$ cat src/rtl/sram_port_arb.sv
// rtl/sram_port_arb.sv - two-requester round-robin arbiter for a single SRAM port
module sram_port_arb #(
    parameter int DATA_WIDTH = 32,
    parameter int ADDR_WIDTH = 11,
    parameter int NUM_WMASKS = 4,
    parameter int RD_LAT     = 2
) (
    input  logic                  clk,
    input  logic                  rst_ni,
    input  logic                  req0_i,
    input  logic                  req1_i,
    input  logic                  we0_i,
    input  logic                  we1_i,
    input  logic [ADDR_WIDTH-1:0] addr0_i,
    input  logic [ADDR_WIDTH-1:0] addr1_i,
    input  logic [DATA_WIDTH-1:0] wdata0_i,
    input  logic [DATA_WIDTH-1:0] wdata1_i,
    input  logic [NUM_WMASKS-1:0] wmask0_i,
    input  logic [NUM_WMASKS-1:0] wmask1_i,
    output logic                  gnt0_o,
    output logic                  gnt1_o,
    output logic                  rvalid0_o,
    output logic                  rvalid1_o,
    output logic [DATA_WIDTH-1:0] rdata0_o,
    output logic [DATA_WIDTH-1:0] rdata1_o,
    output logic                  busy_o,
    output logic                  sram_csb,
    output logic                  sram_web,
    output logic [ADDR_WIDTH-1:0] sram_addr,
    output logic [DATA_WIDTH-1:0] sram_din,
    output logic [NUM_WMASKS-1:0] sram_wmask,
    input  logic [DATA_WIDTH-1:0] sram_dout
);

    typedef enum logic [1:0] {IDLE, ISSUE, WAIT, RESP} state_e;

    localparam logic [2:0] RD_LAT_CNT = 3'(RD_LAT);

    state_e                  state_q, state_d;
    logic [2:0]              cnt_q, cnt_d;
    logic                    prio_q, prio_d;     // requester that wins when both ask
    logic                    owner_q, owner_d;   // requester of the transaction in flight
    logic                    we_q, we_d;
    logic                    gnt0_q, gnt0_d;
    logic                    gnt1_q, gnt1_d;
    logic                    rvalid0_q, rvalid0_d;
    logic                    rvalid1_q, rvalid1_d;
    logic [DATA_WIDTH-1:0]   rdata0_q, rdata0_d;
    logic [DATA_WIDTH-1:0]   rdata1_q, rdata1_d;
    logic                    busy_q, busy_d;
    logic                    csb_q, csb_d;
    logic                    web_q, web_d;
    logic [ADDR_WIDTH-1:0]   addr_q, addr_d;
    logic [DATA_WIDTH-1:0]   din_q, din_d;
    logic [NUM_WMASKS-1:0]   wmask_q, wmask_d;
    logic                    winner;

    // Next state and next registered outputs; every output is a flop driven from here.
    always_comb begin
        state_d   = state_q;
        cnt_d     = cnt_q;
        prio_d    = prio_q;
        owner_d   = owner_q;
        we_d      = we_q;
        rdata0_d  = rdata0_q;
        rdata1_d  = rdata1_q;
        addr_d    = addr_q;
        din_d     = din_q;
        wmask_d   = wmask_q;
        gnt0_d    = 1'b0;
        gnt1_d    = 1'b0;
        rvalid0_d = 1'b0;
        rvalid1_d = 1'b0;
        csb_d     = 1'b1;
        web_d     = 1'b1;
        winner    = (req0_i && req1_i) ? prio_q : req1_i;

        case (state_q)
            IDLE: begin
                if (req0_i || req1_i) begin
                    state_d = ISSUE;
                    owner_d = winner;
                    prio_d  = ~winner;
                    we_d    = winner ? we1_i    : we0_i;
                    addr_d  = winner ? addr1_i  : addr0_i;
                    din_d   = winner ? wdata1_i : wdata0_i;
                    wmask_d = winner ? wmask1_i : wmask0_i;
                    csb_d   = 1'b0;
                    web_d   = winner ? ~we1_i : ~we0_i;
                    gnt0_d  = ~winner;
                    gnt1_d  = winner;
                end
            end
            ISSUE: begin
                if (we_q) begin
                    state_d = RESP;
                    if (owner_q) rvalid1_d = 1'b1;
                    else         rvalid0_d = 1'b1;
                end else begin
                    state_d = WAIT;
                    cnt_d   = RD_LAT_CNT;
                end
            end
            WAIT: begin
                if (cnt_q == 3'd1) begin
                    state_d = RESP;
                    if (owner_q) begin
                        rvalid1_d = 1'b1;
                        rdata1_d  = sram_dout;
                    end else begin
                        rvalid0_d = 1'b1;
                        rdata0_d  = sram_dout;
                    end
                end else begin
                    cnt_d = cnt_q - 3'd1;
                end
            end
            RESP:    state_d = IDLE;
            default: state_d = IDLE;
        endcase

        busy_d = (state_d != IDLE);
    end

    // State, payload and output registers.
    always_ff @(posedge clk or negedge rst_ni) begin
        if (!rst_ni) begin
            state_q   <= IDLE;
            cnt_q     <= 3'd0;
            prio_q    <= 1'b0;
            owner_q   <= 1'b0;
            we_q      <= 1'b0;
            gnt0_q    <= 1'b0;
            gnt1_q    <= 1'b0;
            rvalid0_q <= 1'b0;
            rvalid1_q <= 1'b0;
            rdata0_q  <= '0;
            rdata1_q  <= '0;
            busy_q    <= 1'b0;
            csb_q     <= 1'b1;
            web_q     <= 1'b1;
            addr_q    <= '0;
            din_q     <= '0;
            wmask_q   <= '0;
        end else begin
            state_q   <= state_d;
            cnt_q     <= cnt_d;
            prio_q    <= prio_d;
            owner_q   <= owner_d;
            we_q      <= we_d;
            gnt0_q    <= gnt0_d;
            gnt1_q    <= gnt1_d;
            rvalid0_q <= rvalid0_d;
            rvalid1_q <= rvalid1_d;
            rdata0_q  <= rdata0_d;
            rdata1_q  <= rdata1_d;
            busy_q    <= busy_d;
            csb_q     <= csb_d;
            web_q     <= web_d;
            addr_q    <= addr_d;
            din_q     <= din_d;
            wmask_q   <= wmask_d;
        end
    end

    assign gnt0_o     = gnt0_q;
    assign gnt1_o     = gnt1_q;
    assign rvalid0_o  = rvalid0_q;
    assign rvalid1_o  = rvalid1_q;
    assign rdata0_o   = rdata0_q;
    assign rdata1_o   = rdata1_q;
    assign busy_o     = busy_q;
    assign sram_csb   = csb_q;
    assign sram_web   = web_q;
    assign sram_addr  = addr_q;
    assign sram_din   = din_q;
    assign sram_wmask = wmask_q;

endmodule
$ cat config.mk
export PLATFORM = sky130hd
export DESIGN_NAME = sram_port_arb
export DESIGN_NICKNAME = d
export VERILOG_FILES = /design/src/rtl/sram_port_arb.sv
export SDC_FILE = /design/constraint.sdc
export NUM_CORES = 1
export LEC_CHECK = 0
export BUFFER_PORTS_ARGS = -buffer_cell sky130_fd_sc_hd__buf_2
export CAP_MARGIN = 25
export CELL_PAD_IN_SITES_DETAIL_PLACEMENT = 1
export CELL_PAD_IN_SITES_GLOBAL_PLACEMENT = 2
export CORE_ASPECT_RATIO = 1.25
export CORE_MARGIN = 5
export CORE_UTILIZATION = 29
export CTS_CLUSTER_SIZE = 14
export DETAILED_ROUTE_END_ITERATION = 6
export PLACE_DENSITY = 0.79
export SKIP_LAST_GASP = 1
export SLEW_MARGIN = 40
export SYNTH_ARGS = -nofsm -noshare
export SYNTH_HDL_FRONTEND = slang
export SYNTH_SLANG_ARGS = --single-unit
export TNS_END_PERCENT = 50
$ cat constraint.sdc
create_clock -name clk -period 1.9 [get_ports clk]
set_input_delay 0.095 -clock clk [delete_from_list [all_inputs] [get_ports clk]]
set_output_delay 0.095 -clock clk [all_outputs]
set_load 0.1 [all_outputs]
==> impl_results.md, run 1 <==
* Clock skew at roughly 8 ps
* MaxCap Viol Count at 0
* CTS Buf Count at 17
* Clk slew on worst S/H paths at 60 ps
* Gate Count Post-Synth at 363
* FP Rows at 54
* Number of global-route vias before repair at roughly 5,300
* TNS Setup at 0 ps
* Post-route DRC at 0
* CTS Sinks at 126
* Final setup fails at 0
* Initial antenna violation count at 2
* Min cycle time layout at 1809 ps
* Vias at about 4,600
* Period utilisation layout at a little over nine tenths
* Grt ovf at 0
* Chip width at 129.4 um
* Clock latency on the worst-skew pair at about 400 ps
* Die height at about 160 um
* Final-layout fill cell count at approximately 1,900
* Area contributors post-synth: dfrtp_1 (60%), mux2_2 (13%), a221o_1 (8.5%)
* Root Driver: clkbuf_16
* Post-synth top area share at between 60% and 70%
* Pre-Repair DR Iteration Count at 4
* Worst R2R Setup Slack at ~91 ps
* Post-synth ARST share at 100.0%
* Syn avg cell area at approximately 14 um2
* Routed Antenna Nets at 0
* # port buffers at around 250
* Met1 Resource Use GR at a little over 20%
* Final net count at 879
* Run status: finished clean
* Initial Util at 29.52%
* Tot GR Track Use at between 15 and 20%
* Met2 usage in global routing at between 30% and 40%
* RePlAce Congestion at between 0.7 and 0.8
* CP startpoint kind: flip-flop
* Hold Vio Cnt, Final at 0
* Most common cell in the netlist: dfrtp_1
* Yosys cell types at 39
* Slew Viols, Final at 0
* Post-Syn Area at 0.005165 mm2
* Routed WL at roughly 18,000 um
* First-pass GRT wire length at roughly 29,000 um
* Post-CTS Setup Bufs at 0
* Area Growth Syn to Fin at 65.02%
* Hold Crit Class: primary input to flip-flop
* Critical Path AT at about 2100 ps
* Synth Flop Type: dfrtp_1
* Net count after synthesis at 500
* Placed wire-length estimate at approximately 11,000 um
* Initial DRC count at around 170
* Crit-path max FO at 54
* Worst EP required at 2180 ps
* Die area at between 0.02 and 0.025 mm2
* Via/cell ratio at around 4.7
* Core box area at approximately 0.017 mm2
* WS Path Type: flip-flop to flip-flop
* Wirelength per Cell at around 19 um
* Crit. End Element: flip-flop
* Synth cell count leaders: dfrtp_1 (124), mux2_2 (58), a221o_1 (44), and2_1 (44)
* Synth area leader: dfrtp_1
* Unrepaired setup endpoints after global routing: false
* Sequential area share after synthesis at around three fifths
* Register bit count reported by yosys at ~130
* GRT met3 Usage at 5.940%
* Most Crowded Layer GR: met2
* Slew @ Worst Pin at around 530 ps
* Max Fclk at approximately 550 MHz
* Largest net degree at the start of global routing at 55
* Fraction of layout cells with a size suffix above 1 at between 40% and 50%
* Relative max-transition margin at between 60 and 70%
* Syn. warnings at 0
* Clock Tree Buf Depth at 2
* CTS tree: done
* H-tree levels at 4
* EDFF count, synth at 0
* Num ports at 250
sequential cells by signal, summed over array words and instances (netlist names):
name and cells:
rdata0_o 32, rdata1_o 32, sram_din 32, sram_addr 11
sram_wmask 4, cnt_q 3, state_q 2, busy_o 1
gnt0_o 1, gnt1_o 1, owner_q 1, prio_q 1
rvalid0_o 1, rvalid1_o 1, sram_csb 1, sram_web 1
we_q 1
metal layers:
| metal | vias up | share of wire (%) |
|---|---|---|
| li1 | 2099 | - |
| met1 | 2241 | 39 |
| met3 | 22 | 8.7 |
| met4 | 0 | 1.7 |
| met5 | - | 0 |
| met2 | 206 | 51 |
critical path, cell delays in order, from the launching register on:
cell     delay [ps]
dfrtp_1         400
inv_1           110
ha_2            260
o21a_4          170
inv_2            50
buf_12          170
and2_1          200
a221o_1         290
repair_timing:
| action | in CTS | in global routing |
|---|---|---|
| resized for setup | 0 | 2 |
| setup endpoints to repair | 0 | 47 |
| hold buffers | 124 | 0 |
| endpoints found under the hold margin | 140 | 0 |
cell type report:
class                   instances  area [um2]  share of cell area (%)
clock inverters                12       122.6                   1.439
flip-flops and latches        126        3156                   37.02
well taps                     224       280.3                   3.288
multi-input cells             207        1846                   21.65
diodes                          2       5.005                 0.05872
inverters                       8       30.03                  0.3523
repair buffers                382        2645                   31.03
clock buffers                  18       439.2                   5.153
logic make-up after synthesis:
group	Yosys count	synth area share, %
AOI/OAI and AO/OA	71	12.11
adders and majority gates	5	1.211
buffers and inverters	30	3.512
DFF	126	61.10
muxes	65	14.17
and+or+nand+nor	66	7.897
metrics by stage:
| step | cells | hold slack (ps) | worst slack (ps) | utilization (%) | area, um2 |
|---|---|---|---|---|---|
| final | 979 | 37.80 | 91.37 | 48.71 | 8523 |
| after global routing | 979 | 38.24 | 19.45 | 48.71 | 8523 |
| after CTS | 977 | 13.80 | 67.44 | 48.65 | 8513 |
| after detailed placement | 823 | 73.14 | 68.37 | 38.35 | 6710 |
| after global placement | 823 | 53.86 | 182.7 | 38.35 | 6710 |
| after floorplan | 363 | -200.6 | 219.9 | - | 5165 |
layout by cell type, fill, tap and decap left out, types with 3 or more instances in the layout:
cell and instances:
ha_1 3, nand2_1 4, clkinvlp_4 5, o21ai_0 5
a21oi_1 5, a31oi_1 5, clkbuf_16 17, mux2_1 7
buf_2 248, dlygate4sd3_1 124, nor2b_1 3, buf_12 7
nor2_1 5, dfrtp_1 124, inv_1 7, clkinv_2 5
mux2_2 58, buf_4 3, and2_1 44, a221o_1 44
final timing paths:
check	from	end	depth (start not counted)
worst max-delay path	state_q[0]	sram_din[10]	7
worst min-delay path	wmask1_i[3]	sram_wmask[3]	3
worst max register to register	state_q[0]	sram_din[10]	7
worst min register to register	rdata0_o[3]	rdata0_o[3]	1
max in group asynchronous	rst_ni	sram_din[4]	3
min in group asynchronous	rst_ni	rdata0_o[23]	2
Power of run 1 is not shown: default switching activity piles up to over one toggle a cycle in this logic, so the estimate is an artifact.
==> run 2: changes to the inputs <==
--- a/config.mk
+++ b/config.mk
@@ -5,16 +5,18 @@
 export SDC_FILE = /design/constraint.sdc
 export NUM_CORES = 1
 export LEC_CHECK = 0
+export ABC_AREA = 1
 export BUFFER_PORTS_ARGS = -buffer_cell sky130_fd_sc_hd__buf_2
 export CAP_MARGIN = 25
 export CELL_PAD_IN_SITES_DETAIL_PLACEMENT = 1
 export CELL_PAD_IN_SITES_GLOBAL_PLACEMENT = 2
 export CORE_ASPECT_RATIO = 1.25
 export CORE_MARGIN = 5
-export CORE_UTILIZATION = 29
+export CORE_UTILIZATION = 27
 export CTS_CLUSTER_SIZE = 14
 export DETAILED_ROUTE_END_ITERATION = 6
-export PLACE_DENSITY = 0.79
+export PLACE_DENSITY_LB_ADDON = 0.1
+export SKIP_CTS_REPAIR_TIMING = 1
 export SKIP_LAST_GASP = 1
 export SLEW_MARGIN = 40
 export SYNTH_ARGS = -nofsm -noshare
==> run 2 against run 1 <==
The run now ends with negative hold slack left. Die area increased by 15%. Highest routed layer is now met5. Maximum frequency up 7.9%. Sequential cell count stayed put. Utilization down 5.3 points. Synthesized area increased by 8.4%. Design area increased by 4.8%. Setup slack improved by 130 ps. Hold slack got worse by 80 ps. Global-route usage fell by 2.1 points.
==> impl_results.md, run 2 <==
* Run status: finished, violations left (was finished clean)
* Failing checks: negative hold slack
* TNS Setup at 0 ps (unchanged)
* Sequential area share after synthesis at 56.38% (was 61.09%)
* Via/cell ratio at 4.569 (was 4.666)
* FP Rows at 59 (was 54)
* Critical Path AT at 1980 ps (was 2090 ps)
* Post-route DRC at 0 (unchanged)
* Hold Crit Class: primary input to flip-flop (unchanged)
* Net count after synthesis at 724 (was 500)
* Core box area at 0.02060 mm2 (was 0.01750 mm2)
* Post-synth ARST share at 100.0% (unchanged)
* Final net count at 1,081 (was 879)
* Fraction of layout cells with a size suffix above 1 at 37.10% (was 47.41%)
* CTS Sinks at 126 (unchanged)
* Highest routed layer: met5 (was met4)
* Initial Util at 27.17% (was 29.52%)
* Largest net degree at the start of global routing at 65 (was 55)
* Clock Tree Buf Depth at 2 (unchanged)
* CTS Buf Count at 17 (unchanged)
* First-pass GRT wire length at 30,180 um (was 28,940 um)
* Max Fclk at 596.7 MHz (was 552.9 MHz)
* Most common cell in the netlist: nand2_1 (was dfrtp_1)
* Syn. warnings at 0 (unchanged)
* Num ports at 250 (unchanged)
* Placed wire-length estimate at 13,440 um (was 11,420 um)
* Hold Slack at -41.84 ps (was 37.80 ps)
* Met3 wire len at 1436 um (was 1601 um)
* Root Driver: clkbuf_16 (unchanged)
* Post-route insts no fill at 1,232 (was 979)
* Min cycle time layout at 1676 ps (was 1809 ps)
* RePlAce Congestion at 0.7576 (was 0.7515)
* Pre-Repair DR Iteration Count at 4 (unchanged)
* Worst slack at placement at 142.0 ps (was 68.37 ps)
* Post-Syn Area at 0.005597 mm2 (was 0.005165 mm2)
* Yosys cell types at 22 (was 39)
* Initial antenna violation count at 1 (was 2)
* Number of global-route vias before repair at 5,726 (was 5,322)
* # port buffers at 249 (unchanged)
* Hold Vio Cnt, Final at 7 (was 0)
* Synth cell count leaders: nand2_1 (139), dfrtp_1 (124), nand3_1 (95) (was dfrtp_1 (124), mux2_2 (58), a221o_1 (44), and2_1 (44))
* H-tree levels at 4 (unchanged)
* CP startpoint kind: flip-flop (unchanged)
* Die height at 171.0 um (was 159.2 um)
* Cells after DPL at 1,080 (was 823)
* Clock skew at 9.582 ps (was 8.210 ps)
* Post-synth top area share at 55.44% (was 60.08%)
* Synth area leader: dfrtp_1 (unchanged)
* Gate Count Post-Synth at 587 (was 363)
* Most frequent cells in the layout: buf_2 (248), nand2_1 (138), dfrtp_1 (124), dlygate4sd3_1 (119), nand3_1 (95) (was buf_2 (248), dfrtp_1 (124), dlygate4sd3_1 (124), mux2_2 (58))
* Clk slew on worst S/H paths at 60 ps (about the same)
* Routed WL at 20,230 um (was 18,410 um)
* Area Growth Syn to Fin at 59.60% (was 65.02%)
* Area contributors post-synth: dfrtp_1 (55%), nand2_1 (9.3%), nand3_1 (8.5%) (was dfrtp_1 (60%), mux2_2 (13%), a221o_1 (8.5%))
* Register bit count reported by yosys at 126 (unchanged)
* Grt ovf at 0 (unchanged)
* Routed Antenna Nets at 0 (unchanged)
* Relative max-transition margin at 59.30% (was 64.63%)
* Tot GR Track Use at 15.82% (was 17.94%)
* Final worst setup slack at 224.2 ps (was 91.37 ps)
* Unrepaired setup endpoints after global routing: false (unchanged)
* WS Path Type: flip-flop to flip-flop (unchanged)
* CTS tree: done (unchanged)
* Die area at 0.02373 mm2 (was 0.02060 mm2)
* Syn avg cell area at 9.534 um2 (was 14.23 um2)
* EDFF count, synth at 0 (unchanged)
* Chip width at 138.8 um (was 129.4 um)
* Crit. End Element: flip-flop (unchanged)
* Most common cell after layout, fill and taps aside: buf_2 (unchanged)
* Synth Flop Type: dfrtp_1 (unchanged)
* MaxCap Viol Count at 0 (unchanged)
* Clock latency on the worst-skew pair at 420 ps (was 400 ps)
* Crit-path max FO at 17 (was 54)
* Slew Viols, Final at 0 (unchanged)
* Final setup fails at 0 (unchanged)
* Slew @ Worst Pin at 610.6 ps (was 534.3 ps)
* M1 wire length at 8367 um (was 7091 um)
* Wirelength per Cell at 16.42 um (was 18.80 um)
* Metal2 WL at 9954 um (was 9400 um)
* Worst EP required at 2200 ps (was 2180 ps)
* Period utilisation layout at 88.20% (was 95.19%)
* Initial DRC count at 156 (was 169)
* Vias at 5,629 (was 4,568)
[run 2: cell types whose count changed after synthesis, moves of 44 or more]
cell	before	now
and2_1	44	0
nand3_1	0	95
a221o_1	44	0
nand4_1	0	44
o21ai_2	0	49
nand2_1	4	139
mux2_2	58	0
[run 2: cells by family after synthesis]
kind of cell	share of synthesized area (%)
compound gates	9.546
fa+ha+maj	1.118
buf+inv	8.518
flops	56.38
simple gates	24.44
[run 2: path summary, 6_finish.rpt]
check	end	cells after the start	slack [ps]	startpoint
max	rdata1_o[10]	8	220	state_q[0]
min	sram_wmask[1]	3	-40	wmask1_i[1]
max reg2reg	rdata1_o[10]	8	220	state_q[0]
min reg2reg	rdata1_o[17]	2	480	rdata1_o[17]
max in group asynchronous	sram_din[8]	3	1020	rst_ni
min in group asynchronous	rdata0_o[27]	2	230	rst_ni
[run 2: area by class of cell]
class                           instances  area, um2
Sequential cell                       126       3156
Timing Repair Buffer                  381       2629
Inverter                               52      197.7
Fill cell                            2421      11660
Tap cell                              274      342.8
Clock inverter                         15      210.2
Multi-Input combinational cell        366       1969
Clock buffer                           17      425.4
Antenna cell                            1      2.502
[run 2: through the flow]
step | area [um2] | utilization [%]
final | 8932 | 43.37
after global routing | 8930 | 43.36
after CTS | 7735 | 37.56
after detailed placement | 7099 | 34.47
after global placement | 7097 | 34.46
after floorplan | 5597 | -
[run 2: per-layer routing]
layer  track usage (%)  up-vias
met3             6.178       40
met5                 0        -
met2             26.46      204
met1             18.68     2716
li1                  -     2667
met4             5.447        2
[run 2: critical path, stage by stage (launching register included)]
cell,delay [ps]
dfrtp_1,380
inv_1,100
ha_1,270
nand3_2,150
inv_2,120
nand2_4,170
buf_4,230
nand2_1,80
o21ai_2,50
Power of run 2 is left out for the same reason.
